==> config.mk <==
export PLATFORM = sky130hd
export DESIGN_NAME = decoder_sequencer
export DESIGN_NICKNAME = d
export VERILOG_FILES = /design/src/rtl/decoder_pkg.sv /design/src/rtl/sram_owner_mux.sv /design/src/rtl/decoder_sequencer.sv
export SDC_FILE = /design/constraint.sdc
export NUM_CORES = 1
export LEC_CHECK = 0
export ABC_AREA = 1
export BUFFER_PORTS_ARGS = -buffer_cell sky130_fd_sc_hd__buf_4
export CAP_MARGIN = 20
export CELL_PAD_IN_SITES_DETAIL_PLACEMENT = 0
export CELL_PAD_IN_SITES_GLOBAL_PLACEMENT = 1
export CORE_MARGIN = 3
export CORE_UTILIZATION = 17
export DETAILED_ROUTE_END_ITERATION = 8
export HOLD_SLACK_MARGIN = 0.06
export PLACE_DENSITY = 0.91
export SLEW_MARGIN = 20
export SYNTH_ARGS = -nofsm -noshare
export SYNTH_HDL_FRONTEND = slang
export SYNTH_SLANG_ARGS = --single-unit
==> constraint.sdc <==
create_clock -name clock -period 1.4 [get_ports clock]
set_clock_uncertainty 0.05 [all_clocks]
set_input_delay 0.14 -clock clock [delete_from_list [all_inputs] [get_ports clock]]
set_output_delay 0.14 -clock clock [all_outputs]
set_load 0.02 [all_outputs]
==> src/rtl/decoder_pkg.sv <==
// Shared types and SRAM memory map for the image decompressor.
package decoder_pkg;

   typedef enum logic [2:0] {
      S_IDLE     = 3'd0,
      S_UART     = 3'd1,
      S_M2_START = 3'd2,
      S_M2_RUN   = 3'd3,
      S_M1_START = 3'd4,
      S_M1_RUN   = 3'd5,
      S_DISPLAY  = 3'd6,
      S_ERROR    = 3'd7
   } seq_state_t;

   typedef enum logic [2:0] {
      OWN_NONE = 3'd0,
      OWN_UART = 3'd1,
      OWN_M2   = 3'd2,
      OWN_M1   = 3'd3,
      OWN_VGA  = 3'd4
   } owner_t;

   localparam logic [17:0] Y_OFFSET   = 18'd0;
   localparam logic [17:0] U_OFFSET   = 18'd38400;
   localparam logic [17:0] V_OFFSET   = 18'd57600;
   localparam logic [17:0] RGB_OFFSET = 18'd146944;

   // Start states are the write-free gap cycles between requesters.
   function automatic owner_t state_owner(input seq_state_t s);
      case (s)
         S_UART:    return OWN_UART;
         S_M2_RUN:  return OWN_M2;
         S_M1_RUN:  return OWN_M1;
         S_DISPLAY: return OWN_VGA;
         default:   return OWN_NONE;
      endcase
   endfunction

endpackage

==> src/rtl/sram_owner_mux.sv <==
// Combinational select of the single SRAM port by the registered owner.
module sram_owner_mux
   import decoder_pkg::*;
(
   input  owner_t      owner,
   input  logic [17:0] uart_address,
   input  logic        uart_we_n,
   input  logic [15:0] uart_write_data,
   input  logic [17:0] m2_address,
   input  logic        m2_we_n,
   input  logic [15:0] m2_write_data,
   input  logic [17:0] m1_address,
   input  logic        m1_we_n,
   input  logic [15:0] m1_write_data,
   input  logic [17:0] vga_address,
   output logic [17:0] SRAM_address,
   output logic [15:0] SRAM_write_data,
   output logic        SRAM_we_n
);

   always_comb begin
      SRAM_address    = 18'd0;
      SRAM_write_data = 16'd0;
      SRAM_we_n       = 1'b1;
      case (owner)
         OWN_UART: begin
            SRAM_address    = uart_address;
            SRAM_write_data = uart_write_data;
            SRAM_we_n       = uart_we_n;
         end
         OWN_M2: begin
            SRAM_address    = m2_address;
            SRAM_write_data = m2_write_data;
            SRAM_we_n       = m2_we_n;
         end
         OWN_M1: begin
            SRAM_address    = m1_address;
            SRAM_write_data = m1_write_data;
            SRAM_we_n       = m1_we_n;
         end
         OWN_VGA: SRAM_address = vga_address;
         default: ;
      endcase
   end

endmodule

==> src/rtl/decoder_sequencer.sv <==
// Stage sequencer and SRAM bus owner: UART -> M2 -> M1 -> display.
// Optional per-stage watchdog enabled by defining SEQ_TIMEOUT_EN.
//
// state      | meaning
// S_IDLE     | waiting for go, bus idle
// S_UART     | UART loader owns SRAM, wait uart_done edge
// S_M2_START | gap cycle, m2_start pulse
// S_M2_RUN   | milestone2 owns SRAM, wait m2_done edge
// S_M1_START | gap cycle, m1_start pulse
// S_M1_RUN   | milestone1 owns SRAM, wait m1_done edge
// S_DISPLAY  | VGA reads SRAM, go starts a new image
// S_ERROR    | watchdog expired, held until reset
module decoder_sequencer
   import decoder_pkg::*;
#(
   parameter logic [23:0] TIMEOUT_CYCLES = 24'd4_000_000,
   parameter int          STAGE_W        = 3
) (
   input  logic               clock,
   input  logic               reset,
   input  logic               go,
   input  logic               uart_done,
   input  logic [17:0]        uart_address,
   input  logic               uart_we_n,
   input  logic [15:0]        uart_write_data,
   output logic               m2_start,
   input  logic               m2_done,
   input  logic [17:0]        m2_address,
   input  logic               m2_we_n,
   input  logic [15:0]        m2_write_data,
   output logic               m1_start,
   input  logic               m1_done,
   input  logic [17:0]        m1_address,
   input  logic               m1_we_n,
   input  logic [15:0]        m1_write_data,
   input  logic [17:0]        vga_address,
   output logic [17:0]        SRAM_address,
   output logic [15:0]        SRAM_write_data,
   output logic               SRAM_we_n,
   output logic               busy,
   output logic [STAGE_W-1:0] stage,
   output logic               error
);

   seq_state_t state_q, state_d;
   owner_t     owner_q;
   logic       uart_done_q, m2_done_q, m1_done_q;
   logic       uart_edge, m2_edge, m1_edge;
   logic       timeout;

   assign uart_edge = uart_done & ~uart_done_q;
   assign m2_edge   = m2_done & ~m2_done_q;
   assign m1_edge   = m1_done & ~m1_done_q;

   // Owner is registered from the next state so the mux adds no latency.
   always_ff @(posedge clock) begin
      if (reset) begin
         state_q     <= S_IDLE;
         owner_q     <= OWN_NONE;
         uart_done_q <= 1'b0;
         m2_done_q   <= 1'b0;
         m1_done_q   <= 1'b0;
      end else begin
         state_q     <= state_d;
         owner_q     <= state_owner(state_d);
         uart_done_q <= uart_done;
         m2_done_q   <= m2_done;
         m1_done_q   <= m1_done;
      end
   end

`ifdef SEQ_TIMEOUT_EN
   logic [23:0] wd_q;
   logic        error_q;
   logic        watched;

   assign watched = (state_q == S_UART) || (state_q == S_M2_RUN) || (state_q == S_M1_RUN);
   assign timeout = watched && (wd_q == TIMEOUT_CYCLES - 24'd1);
   assign error   = error_q;

   always_ff @(posedge clock) begin
      if (reset) begin
         wd_q    <= 24'd0;
         error_q <= 1'b0;
      end else begin
         if (state_d != state_q)
            wd_q <= 24'd0;
         else if (watched)
            wd_q <= wd_q + 24'd1;
         if (state_d == S_ERROR)
            error_q <= 1'b1;
      end
   end
`else
   assign timeout = 1'b0;
   assign error   = 1'b0;
`endif

   always_comb begin
      state_d  = state_q;
      m2_start = 1'b0;
      m1_start = 1'b0;
      case (state_q)
         S_IDLE:     if (go) state_d = S_UART;
         S_UART: begin
            if (uart_edge)    state_d = S_M2_START;
            else if (timeout) state_d = S_ERROR;
         end
         S_M2_START: begin
            m2_start = 1'b1;
            state_d  = S_M2_RUN;
         end
         S_M2_RUN: begin
            if (m2_edge)      state_d = S_M1_START;
            else if (timeout) state_d = S_ERROR;
         end
         S_M1_START: begin
            m1_start = 1'b1;
            state_d  = S_M1_RUN;
         end
         S_M1_RUN: begin
            if (m1_edge)      state_d = S_DISPLAY;
            else if (timeout) state_d = S_ERROR;
         end
         S_DISPLAY:  if (go) state_d = S_UART;
         S_ERROR:    state_d = S_ERROR;
         default:    state_d = S_IDLE;
      endcase
   end

   assign busy  = (state_q != S_IDLE) && (state_q != S_DISPLAY);
   assign stage = STAGE_W'(state_q);

   // Memory map and watchdog limit are consumed by the stage blocks too.
   logic unused_map;
   assign unused_map = ^{TIMEOUT_CYCLES, Y_OFFSET, U_OFFSET, V_OFFSET, RGB_OFFSET};

   sram_owner_mux u_mux (
      .owner           (owner_q),
      .uart_address    (uart_address),
      .uart_we_n       (uart_we_n),
      .uart_write_data (uart_write_data),
      .m2_address      (m2_address),
      .m2_we_n         (m2_we_n),
      .m2_write_data   (m2_write_data),
      .m1_address      (m1_address),
      .m1_we_n         (m1_we_n),
      .m1_write_data   (m1_write_data),
      .vga_address     (vga_address),
      .SRAM_address    (SRAM_address),
      .SRAM_write_data (SRAM_write_data),
      .SRAM_we_n       (SRAM_we_n)
   );

endmodule
* Word-level counts from Yosys, hierarchy flattened
Index checks and enable logic that the tools add are counted.
Widths: inputs -> output; s select.
** Word-level totals
- Output and inout port bits :: 42
- Word-level logic and storage cells :: 42
- Bits in registers :: 9
- Bits of input ports :: 129
** Operators by class
- Eq/ne operators :: 16
- Reductions and logical operators :: 4
- Bitwise gates (word level) :: 6
- Mux-type cells :: 11
** Operator list (number)
- $pmux 18 s4 :: 1
- $pmux 16 s3 :: 1
- $eq 3x3->1 const B :: 7
- $pmux 3 s7 :: 1
- $eq 3x2->1 const B :: 5
- $mux 3 :: 4
- $pmux 3 s4 :: 1
- $eq 3x1->1 const B :: 3
- $and 1x1->1 :: 3
- $logic_not 3->1 :: 1
- $ne 3x3->1 const B :: 1
- $not 1->1 :: 3
- $pmux 1 s3 :: 1
- $reduce_bool 3->1 :: 1
- $mux 1 :: 2
- $reduce_or 2->1 :: 1
- $logic_and 1x1->1 :: 1

* Depth between registers and ports, before layout
Gate-level depths: netlist of run 1.
- Word-level depth :: 6
- Depth in mapped cells :: 8
- Depth with buffers taken out :: 8

* By module
Synthesis of run 1 repeated with hierarchy kept, for this count alone.
** Second synthesis, totals
- Cell total of the unflattened synthesis :: 336
- Area, all modules :: 1815.5 um^2
** By module, submodules not included
- sram_owner_mux :: times used 1, seq. area each 0.0 um^2, area each 1307.5 um^2, cells an instance 264
- decoder_sequencer :: times used 1, seq. area each 180.2 um^2, area each 508.0 um^2, cells an instance 72

* Worst setup path after synthesis of run 1
OpenSTA, ideal clock, no wires.
- Path kind :: register -> register
- From :: register state_q[1] (netlist: stage[1])
- To :: register owner_q[1]
- Period minus slack after synthesis :: 1283 ps
- Library setup time :: 109 ps
- Arrival :: 1125 ps
- Stages on the path, launching flop included :: 8
- Setup slack :: 117 ps
- Required time :: 1241 ps
- Path buffers :: 0
- Cells stage by stage :: dfxtp_1 > inv_1 > nand2_1 > nor2_1 > a21oi_1 > nand2_1 > nand2_1 > inv_1
** On the way
- Cells in the longest elaborated chain, start to end :: 5
- Elaborated cells between the ends (all ways) :: 19
- Those cells by class :: eq/ne: 11; mux: 6; reduce/logical: 2
** RTL lines
- start: declaration :: line decoder_sequencer.sv:45 : seq_state_t state_q, state_d;
- start signal: assignment :: line decoder_sequencer.sv:64 : state_q <= state_d;
- $eq 3x3->1 / $logic_not 3->1 (equally long branches) :: line decoder_sequencer.sv:103 : case (state_q)
- $reduce_or 2->1 (no source line)
- $pmux 3 s7 * :: line decoder_sequencer.sv:103
- $eq 3x3->1 (tied with other cells) :: line decoder_pkg.sv:30 : case (s)
- $pmux 3 s4 * :: line decoder_pkg.sv:30
- end signal: assignment :: line decoder_sequencer.sv:65 : owner_q <= state_owner(state_d);
- end: declaration :: line decoder_sequencer.sv:46 : owner_t owner_q;
Mark *: on every way between the ends. The rest lies on a longest branch, timed or not.
A chain may end at the register's enable or synchronous reset.

* Worst setup path in the final report of run 1
- From :: register owner_q[0]
- To :: output port SRAM_address[6]
** On the way
- Cells in the longest elaborated chain, start to end :: 2
- Elaborated cells between the ends (all ways) :: 5
- Those cells by class :: eq/ne: 4; mux: 1
** RTL lines
- $eq 3x3->1 (tied with other cells) :: line sram_owner_mux.sv:25 : case (owner)
- $pmux 18 s4 * :: line sram_owner_mux.sv:25
- end: declaration :: line decoder_sequencer.sv:37 : output logic [17:0] SRAM_address,
Marked as above.

==> results of run 1 <==
## critical path: stages (launching register included)
cell and delay (ps):
dfxtp_2 350, buf_6 120, nor2_4 150, buf_12 170, nand2_1 60, nand4_1 130
buf_6 130
## logic make-up (layout without fill, tap and decap cells)
logic type	count (synthesis)	after routing	synth area share [%]
and+or+nand+nor	189	189	65.41
buffers and inverters	32	210	14.73
AOI/OAI and AO/OA	11	11	5.621
DFF	9	9	13.95
other	1	1	0.2904
## final timing paths
kind / startpoint / endpoint
min reg2reg: m2_done_q / owner_q[2]
min: uart_done / uart_done_q
max: owner_q[0] / SRAM_address[6]
max reg2reg: stage[2] / owner_q[2]
## power by group through the flow
stage,clock network (uW),logic (uW),registers [uW]
after floorplan,0,795,346
after global placement,0,1680,324
after detailed placement,0,1680,324
after CTS,327,1740,324
after global routing,336,1970,339
final,313,1820,334
## flip-flops by register name, summed over array words and instances (netlist names)
name / count
m1_done_q: 1
uart_done_q: 1
stage: 3
owner_q: 3
m2_done_q: 1
## cell usage after synthesis
library cell,instances
nand2_2,5
o21ai_0,2
buf_6,7
dfxtp_1,9
nor2_4,3
and2_1,1
clkinv_2,1
a22oi_1,5
clkbuf_1,1
nand3_1,39
nand4_1,19
inv_1,15
conb_1,1
o21a_1,1
nand2_1,110
buf_4,4
nor2_1,11
inv_2,3
a21oi_1,2
nor3_1,1
buf_2,1
o211ai_1,1
## what timing repair did
action	in CTS	in global routing
pin swaps	0	0
hold endpoints to repair	3	0
resized for setup	16	19
hold buffers	2	0
cloned	0	3
endpoints found under the setup margin	35	40
## per-layer routing
layer	GRT usage, %	up-vias
met5	0	-
met4	2.930	0
met3	3.138	8
met2	26.57	114
met1	14.35	1030
li1	-	1149
## per-stage QoR
| step | TNS, ps | setup slack (ps) | power [uW] | utilization [%] |
|---|---|---|---|---|
| after floorplan | 0 | 116.5 | 1140 | - |
| after global placement | 0 | 121.1 | 2000 | 37.56 |
| after detailed placement | 0 | 90.06 | 2003 | 37.56 |
| after CTS | -3657 | -136.4 | 2388 | 39.19 |
| after global routing | -6237 | -214.4 | 2641 | 40.85 |
| final | -3841 | -150.0 | 2465 | 40.85 |
## final cells by class
| cell class | count | area share [%] |
|---|---|---|
| clock buffer | 4 | 1.512 |
| inverter | 19 | 2.814 |
| multi-input combinational | 201 | 32.26 |
| sequential | 9 | 6.216 |
| tap | 99 | 4.158 |
| timing repair buffer | 186 | 52.88 |
| timing repair inverter | 1 | 0.1680 |
==> metrics.yaml, run 1 <==
sta:
  rsz0062_at_grt: "yes"
  finalHoldViolCount: 0
  fin_ws_ps: -150.0
  drv_slew: 0
  fmax_mhz: 645.2
  finalCriticalPeriod_ps: 1550
  finalCritPeriodShare_pct: 110.7
  hold_slack_ps: 76.81
  setup_viol: 35
finish:
  layout.nets: 550
  fillCellCount: 753
  multiInputGateArea_um2: 960.9
  layout-drive-gt1-share_pct: 50.48
  design_area_mm2: 0.002979
  layoutNonFillerInstCount: 519
  n_antenna_cell: 0
  seqCellArea_um2: 185.2
  final_cell_mix: "buf_4 (159), nand2_1 (110), nand3_1 (37)"
  final_common_cell: "buf_4"
  area_growth_pct: 130.7
critical_path:
  timing.reg2reg.setup_slack_ps: 210
  cp.arrival_ps: 1360
  cp-start-kind: "flop"
  reg2reg_depth: 8
  cp.required_ps: 1210
  path_class: "reg -> out"
  cp-end-kind: "primary output"
  crit_fanout: 18
global_route:
  grt_pass1_vias: 2173
  grt_pass1_wl_um: 9591
  grt_max_degree: 19
  grt_antenna_before_repair: 0
  track_usage_pct: 13.48
  overflow: 0
power_and_ir_drop:
  combPwrFrac_pct: 73.8
  swShare_pct: 42.88
  p_sw_uw: 1057
  power_frac_clock_pct: 12.7
  p_int_uw: 1408
  p_per_area_mw_per_mm2: 827.5
  ir_drop_mv: 0.4315
  power_leakage_uw: 0.001553
  seqPwrFrac_pct: 13.6
clocking:
  cts_tree: "done"
  clkTransAtPathRegs_ps: 50
  cts_root_buf: "clkbuf_8"
  post-cts-setup-buffers: 0
  cts_buffers: 3
  clockBufferDepth: 2
  clock_sinks: 9
  clk_latency_ps: 240
  htree_levels: 1
detailed_routing:
  viasPerCell: 4.434
  post-route-drc-count: 0
  dr_wl_met2_um: 3581
  wl_met1_um: 2395
  drtIter0Drc: 39
  ant_nets: 0
  wl_met3_um: 711
  wl_per_cell_um: 13.03
  top_layer_used: "met4"
  vias: 2301
  wl_um: 6762
  drt_first_pass_iters: 4
logic_synthesis:
  yosys_warnings: 0
  ys_seq_area_share_pct: 13.95
  ys_types: 22
  synth.avg_cell_area_um2: 5.336
  synth_area_mm2: 0.001291
  synth_cells: 242
  synth_area_leaders: "nand2_1 (32%), nand3_1 (15%), dfxtp_1 (14%)"
  synth_top_area_cell: "nand2_1"
  synth_top_area_share_pct: 31.98
  synth-seq-cells: 9
  synth_nets: 371
die:
  dieArea_mm2: 0.008677
  pin_count: 171
  design.core.area_mm2: 0.007292
  rows: 31
  initial_core_util_pct: 17.71
  die_y_um: 93.15
  chipWidth_um: 93.15
placed_design:
  place_area_mm2: 0.002739
  gp_congestion: 0.8247
  io_buffers: 169
  place_hpwl_um: 5210
  placed_cells: 510
outcome:
  violations: "setup timing"
  status: "finished, violations left"
worst_hold_path:
  holdPathStages: 3
  holdCritPathClass: "in -> reg"
flow_run:
  cap_violations: 0
Note: power is estimated with default switching activity, not from simulation.
==> run 2, diff against run 1 <==
--- a/config.mk
+++ b/config.mk
@@ -11,10 +11,10 @@
 export CELL_PAD_IN_SITES_DETAIL_PLACEMENT = 0
 export CELL_PAD_IN_SITES_GLOBAL_PLACEMENT = 1
 export CORE_MARGIN = 3
-export CORE_UTILIZATION = 17
+export CORE_UTILIZATION = 19
 export DETAILED_ROUTE_END_ITERATION = 8
 export HOLD_SLACK_MARGIN = 0.06
-export PLACE_DENSITY = 0.91
+export PLACE_DENSITY = 0.95
 export SLEW_MARGIN = 20
 export SYNTH_ARGS = -nofsm -noshare
 export SYNTH_HDL_FRONTEND = slang
==> constraint.sdc (replaced) <==
create_clock -name clock -period 1.8 [get_ports clock]
set_clock_uncertainty 0.05 [all_clocks]
set_input_delay 0.18 -clock clock [delete_from_list [all_inputs] [get_ports clock]]
set_output_delay 0.18 -clock clock [all_outputs]
set_load 0.02 [all_outputs]
==> run 2 against run 1 <==
The flow now finishes without violations. Flip-flop and latch count did not move. Non-clock buffer count decreased by 10. Critical path depth did not move. Routed wire length fell by 7.8%. Clock-buffer cell count did not move. Utilization increased by 0.23 points. Global-route usage grew 0.86 points. Design area is 11% lower. Cell count down 6.4%. Hold slack improved by 1.8 ps. Sequential power shrank 22%. Setup slack improved by 280 ps.
==> metrics.yaml, run 2 (same netlist as run 1, synthesis figures left out) <==
sta:
  fin_ws_ps: 125.4
  finalHoldViolCount: 0
  finalCritPeriodShare_pct: 93.03
  finalCriticalPeriod_ps: 1675
  setup_viol: 0
  fmax_mhz: 597.2
  rsz0062_at_grt: "no"
  drv_slew: 0
power_and_ir_drop:
  power_leakage_uw: 0.001446
  ir_drop_mv: 0.4459
  p_total_uw: 1677
  p_per_area_mw_per_mm2: 631.8
finish:
  n_antenna_cell: 0
  final_cell_mix: "buf_4 (174), nand2_1 (110), nand3_1 (39)"
  layout.nets: 539
  fillCellCount: 717
  area_growth_pct: 105.5
  layout-drive-gt1-share_pct: 46.94
  final_common_cell: "buf_4"
placed_design:
  io_buffers: 169
  gp_congestion: 0.7748
  post-place-ws_ps: 252.7
  place_hpwl_um: 5217
flow_run:
  cap_violations: 0
critical_path:
  path_cells: "nand3_1 -> inv_2 -> buf_12 -> nand2_1 -> nand4_1 -> buf_4"
  path_class: "reg -> out"
  cp-start-kind: "flop"
  slowest_delay_ps: 420
  crit_buf_inv: 3
  path_depth: 6
  cp.arrival_ps: 1440
  reg2reg_depth: 7
  cp-end-kind: "primary output"
  critPathTopFamily: "buffers and inverters"
  critPathSlowestCell: "dfxtp_1"
  crit_fanout: 30
  cp.required_ps: 1570
  timing.reg2reg.setup_slack_ps: 580
outcome:
  status: "finished, final reports clean"
clocking:
  cts_hold_buf: 0
  clockBufferDepth: 2
  clk_latency_ps: 230
  clkTransAtPathRegs_ps: 40
  cts_root_buf: "clkbuf_8"
  htree_levels: 1
  cts_tree: "done"
  clock_sinks: 9
  cts_buffers: 3
global_route:
  grt_antenna_before_repair: 0
  grt_max_degree: 31
  track_usage_pct: 14.34
  overflow: 0
  grt_pass1_wl_um: 9045
  grt_pass1_vias: 2034
die:
  dieArea_mm2: 0.007821
  die_y_um: 88.44
  initial_core_util_pct: 19.99
  pin_count: 171
  chipWidth_um: 88.44
  rows: 29
  design.core.area_mm2: 0.006459
detailed_routing:
  drt_first_pass_iters: 4
  drtIter0Drc: 52
  viasPerCell: 4.436
  wl_per_cell_um: 12.82
  post-route-drc-count: 0
  vias: 2156
  wl_um: 6232
  ant_nets: 0
worst_hold_path:
  holdCritPathClass: "in -> reg"
  holdPathStages: 2
-- run 2: cell count changes in the layout (fill, tap and decap cells not counted), sizes merged --
cell and change:
dlygate4sd3 -2, buf -6, inv -1, clkbuf -2
-- run 2: worst paths after layout --
check              from                to
max          owner_q[1]  SRAM_address[13]
max reg2reg    stage[1]        owner_q[1]
min               reset         m1_done_q
min reg2reg   m1_done_q        owner_q[1]
-- run 2: cell type report --
| cell class | instances | area, um^2 | area share (%) |
|---|---|---|---|
| timing repair buffer | 176 | 1338 | 50.40 |
| multi-input combinational | 201 | 920.9 | 34.70 |
| sequential | 9 | 181.4 | 6.836 |
| tap | 77 | 96.34 | 3.630 |
| inverter | 19 | 72.57 | 2.735 |
| clock buffer | 4 | 45.04 | 1.697 |
-- run 2: repair_timing --
action / 4_1_cts / 5_1_grt
buffers inserted: 0 / 1
pin swaps: 0 / 1
setup endpoints to repair: 1 / 32
gates resized for setup: 1 / 1
cloned: 0 / 0
-- run 2: layer usage --
metal	up-vias	share of wire, %	global-route usage, %
met5	-	0	0
met4	0	1.0	3.434
met3	6	11	3.166
met2	97	52	27.80
met1	931	37	15.64
li1	1122	-	-
-- run 2: power by group --
part | leakage, uW | switching, uW | total, uW | internal (uW)
Clock | 0.0000228 | 81.5 | 236 | 154
Combinational | 0.00135 | 634 | 1180 | 547
Sequential | 0.0000744 | 36.7 | 260 | 224
-- run 2: metrics by stage --
stage | area, um^2 | TNS, ps | hold slack, ps | util, % | std cells
3_5_place_dp | 2596 | 0 | 323.8 | 40.20 | 481
2_1_floorplan | 1291 | 0 | 201.2 | - | 242
5_1_grt | 2654 | 0 | 87.90 | 41.09 | 486
6_report | 2654 | 0 | 78.64 | 41.09 | 486
3_3_place_gp | 2596 | 0 | 316.6 | 40.20 | 481
4_1_cts | 2645 | -0.9032 | 75.10 | 40.95 | 485
==> run 3, diff against run 2 <==
--- a/config.mk
+++ b/config.mk
@@ -6,16 +6,18 @@
 export NUM_CORES = 1
 export LEC_CHECK = 0
 export ABC_AREA = 1
-export BUFFER_PORTS_ARGS = -buffer_cell sky130_fd_sc_hd__buf_4
 export CAP_MARGIN = 20
 export CELL_PAD_IN_SITES_DETAIL_PLACEMENT = 0
 export CELL_PAD_IN_SITES_GLOBAL_PLACEMENT = 1
 export CORE_MARGIN = 3
-export CORE_UTILIZATION = 19
+export CORE_UTILIZATION = 42
+export CTS_BUF_LIST = sky130_fd_sc_hd__clkbuf_2 sky130_fd_sc_hd__clkbuf_4 sky130_fd_sc_hd__clkbuf_8
 export DETAILED_ROUTE_END_ITERATION = 8
+export DONT_BUFFER_PORTS = 1
 export HOLD_SLACK_MARGIN = 0.06
 export PLACE_DENSITY = 0.95
 export SLEW_MARGIN = 20
 export SYNTH_ARGS = -nofsm -noshare
 export SYNTH_HDL_FRONTEND = slang
+export SYNTH_HIERARCHICAL = 1
 export SYNTH_SLANG_ARGS = --single-unit
==> run 3 against run 2 <==
First-iteration DRC count is 50% higher. Non-clock buffer count down 157. Fmax decreased by 1.9%. Critical path type unchanged. Largest cell class is now multi-input gates.
==> metrics.yaml, run 3 <==
power_and_ir_drop:
  ir_drop_mv: 0.4151
  p_sw_uw: 864.6
  p_total_uw: 1527
  p_int_uw: 662.5
  power_leakage_uw: 0.0009680
  p_per_area_mw_per_mm2: 785.9
  seqPwrFrac_pct: 19.0
  combPwrFrac_pct: 64.8
  power_frac_clock_pct: 16.2
  swShare_pct: 56.62
critical_path:
  crit_start: "owner_q[2]"
  crit_buf_inv: 3
  worst_path_most_repeated_cell: "nand2_1"
  reg2reg_depth: 7
  critPathTopFamily: "buffers and inverters"
  crit_end: "SRAM_address[11]"
  critPathSlowestCell: "dfxtp_1"
  cp-start-kind: "flop"
  regToRegStartpoint: "stage[0]"
  cp-end-kind: "primary output"
  crit_fanout: 54
  slowest_delay_ps: 320
  path_depth: 6
  timing.reg2reg.setup_slack_ps: 320
  cp.required_ps: 1570
  worstReg2RegEnd: "owner_q[0]"
  path_class: "reg -> out"
  cp.arrival_ps: 1480
  path_cells: "inv_4 -> buf_12 -> nand4_1 -> nand2_1 -> clkinv_1 -> nand2_1"
logic_synthesis:
  synth_top_area_cell: "nand4_1"
  synth_compound_area_share_pct: 2.274
  synthSimpleGateAreaFrac_pct: 67.47
  yosys_warnings: 6
  yosysMostFrequentCell: "nand2_1"
  synth_area_mm2: 0.001815
  synth-adder-area-share_pct: 0
  synth_edf_count: 0
  synth_nets: 465
  synth_cells: 336
  synthArstFlopShare_pct: 0
  synth_top_area_share_pct: 24.81
  ys_seq_area_share_pct: 9.924
  synth_area_leaders: "nand4_1 (25%), nand2_1 (20%), nand3_1 (10%)"
  ys_types: 27
  synth_top_family_by_area: "simple AND/OR/NAND/NOR gates"
  synth_mux_area_share_pct: 0
  synth.avg_cell_area_um2: 5.403
  synth_xor_area_share_pct: 0
  synth-seq-cells: 9
  ys.flop_type: "dfxtp_1"
  synth_common_cells: "nand2_1 (98), nand4_1 (72), inv_1 (43)"
global_route:
  track_usage_pct: 20.19
  grt_pass1_vias: 1922
  grt_pass1_wl_um: 8680
  grt_max_degree: 55
  overflow: 0
  grt_antenna_before_repair: 0
die:
  design.core.area_mm2: 0.004086
  pin_count: 171
  rows: 23
  chipWidth_um: 71.75
  dieArea_mm2: 0.005147
  die_y_um: 71.75
  initial_core_util_pct: 44.43
finish:
  final_common_cell: "nand2_1"
  final_cell_mix: "nand2_1 (98), nand4_1 (72), inv_1 (43)"
  n_antenna_cell: 0
  area_growth_pct: 7.029
  layout-drive-gt1-share_pct: 12.99
  layout.nets: 461
  final_util_pct: 47.55
placed_design:
  gp_congestion: 0.8144
  place_hpwl_um: 4463
  io_buffers: 0
  post-place-ws_ps: 304.5
detailed_routing:
  wl_um: 5789
  drtIter0Drc: 78
  wl_per_cell_um: 15.19
  vias: 2233
  drt_first_pass_iters: 4
  ant_nets: 0
  viasPerCell: 5.861
  post-route-drc-count: 0
clocking:
  cts_root_buf: "clkbuf_8"
  htree_levels: 1
  cts_tree: "done"
  clk_latency_ps: 230
  cts_buffers: 3
  clock_sinks: 9
  clockBufferDepth: 2
  clkTransAtPathRegs_ps: 40
flow_run:
  cap_violations: 0
sta:
  setup_tns_ps: 0
  finalCritPeriodShare_pct: 94.87
  setup_viol: 0
  max_slew_margin_pct: 66.52
  finalCriticalPeriod_ps: 1708
  fin_ws_ps: 92.34
  rsz0062_at_grt: "no"
  finalHoldViolCount: 0
  tightest_slew_ps: 501.5
  drv_slew: 0
  fmax_mhz: 585.6
worst_hold_path:
  holdCritPathClass: "in -> reg"
outcome:
  status: "finished, final reports clean"
[run 3: worst min path at each step]
stage                  from    endpoint  depth (start not counted)
floorplan             reset    stage[2]                          1
global placement      reset    stage[2]                          1
detailed placement    reset    stage[2]                          1
CTS                      go  owner_q[2]                          5
global route        m1_done  owner_q[0]                          5
finish                   go  owner_q[2]                          5
[run 3: repair_timing]
item	4_1_cts	5_1_grt
setup buffers	0	2
hold buffers	4	0
endpoints found under the setup margin	0	16
gates resized for setup	0	2
hold endpoints to repair	7	0
[run 3: stage by stage]
step / hold slack [ps] / instance area [um^2] / std cells
5_1_grt: 259.8 / 1943 / 381
3_3_place_gp: 196.4 / 1819 / 371
3_5_place_dp: 197.4 / 1819 / 371
2_1_floorplan: 193.8 / 1815 / 336
4_1_cts: 234.0 / 1908 / 379
6_report: 231.8 / 1943 / 381
[run 3: cell type report]
cell class                 instances  area, um^2
fill                             432        2143
multi-input combinational        248        1270
inverter                          51       193.9
timing repair buffer              19       185.2
sequential                         9       182.7
tap                               50       62.56
clock buffer                       4       48.80
[run 3: logic make-up (layout without fill, tap and decap cells)]
logic type      Yosys count  in the layout
other cells               1              1
buf+inv                  79             74
simple gates            241            241
compound gates            6              6
flops                     9              9
[run 3: worst register-to-register path: stages (launching register included)]
cell and delay (ps):
dfxtp_1 580, inv_2 170, nand2_2 110, nor2_2 60, nor2_4 140, nand4_2 110, nand2_1 100, nor2_1 50
[run 3: power by group through the flow]
stage                     Combinational [uW]  Clock, uW  Sequential, uW
final                                    989        247             291
after global routing                    1080        264             298
after CTS                                945        250             291
after detailed placement                 934          0             295
after global placement                   921          0             294
after floorplan                          849          0             263
[run 3: metal layers]
metal	vias to the layer above	routed length (um)	global-route usage, %
li1	1116	-	-
met1	996	2216	24.03
met2	119	3031	38.57
met3	2	522	2.525
met4	0	17	3.549
met5	-	0	0
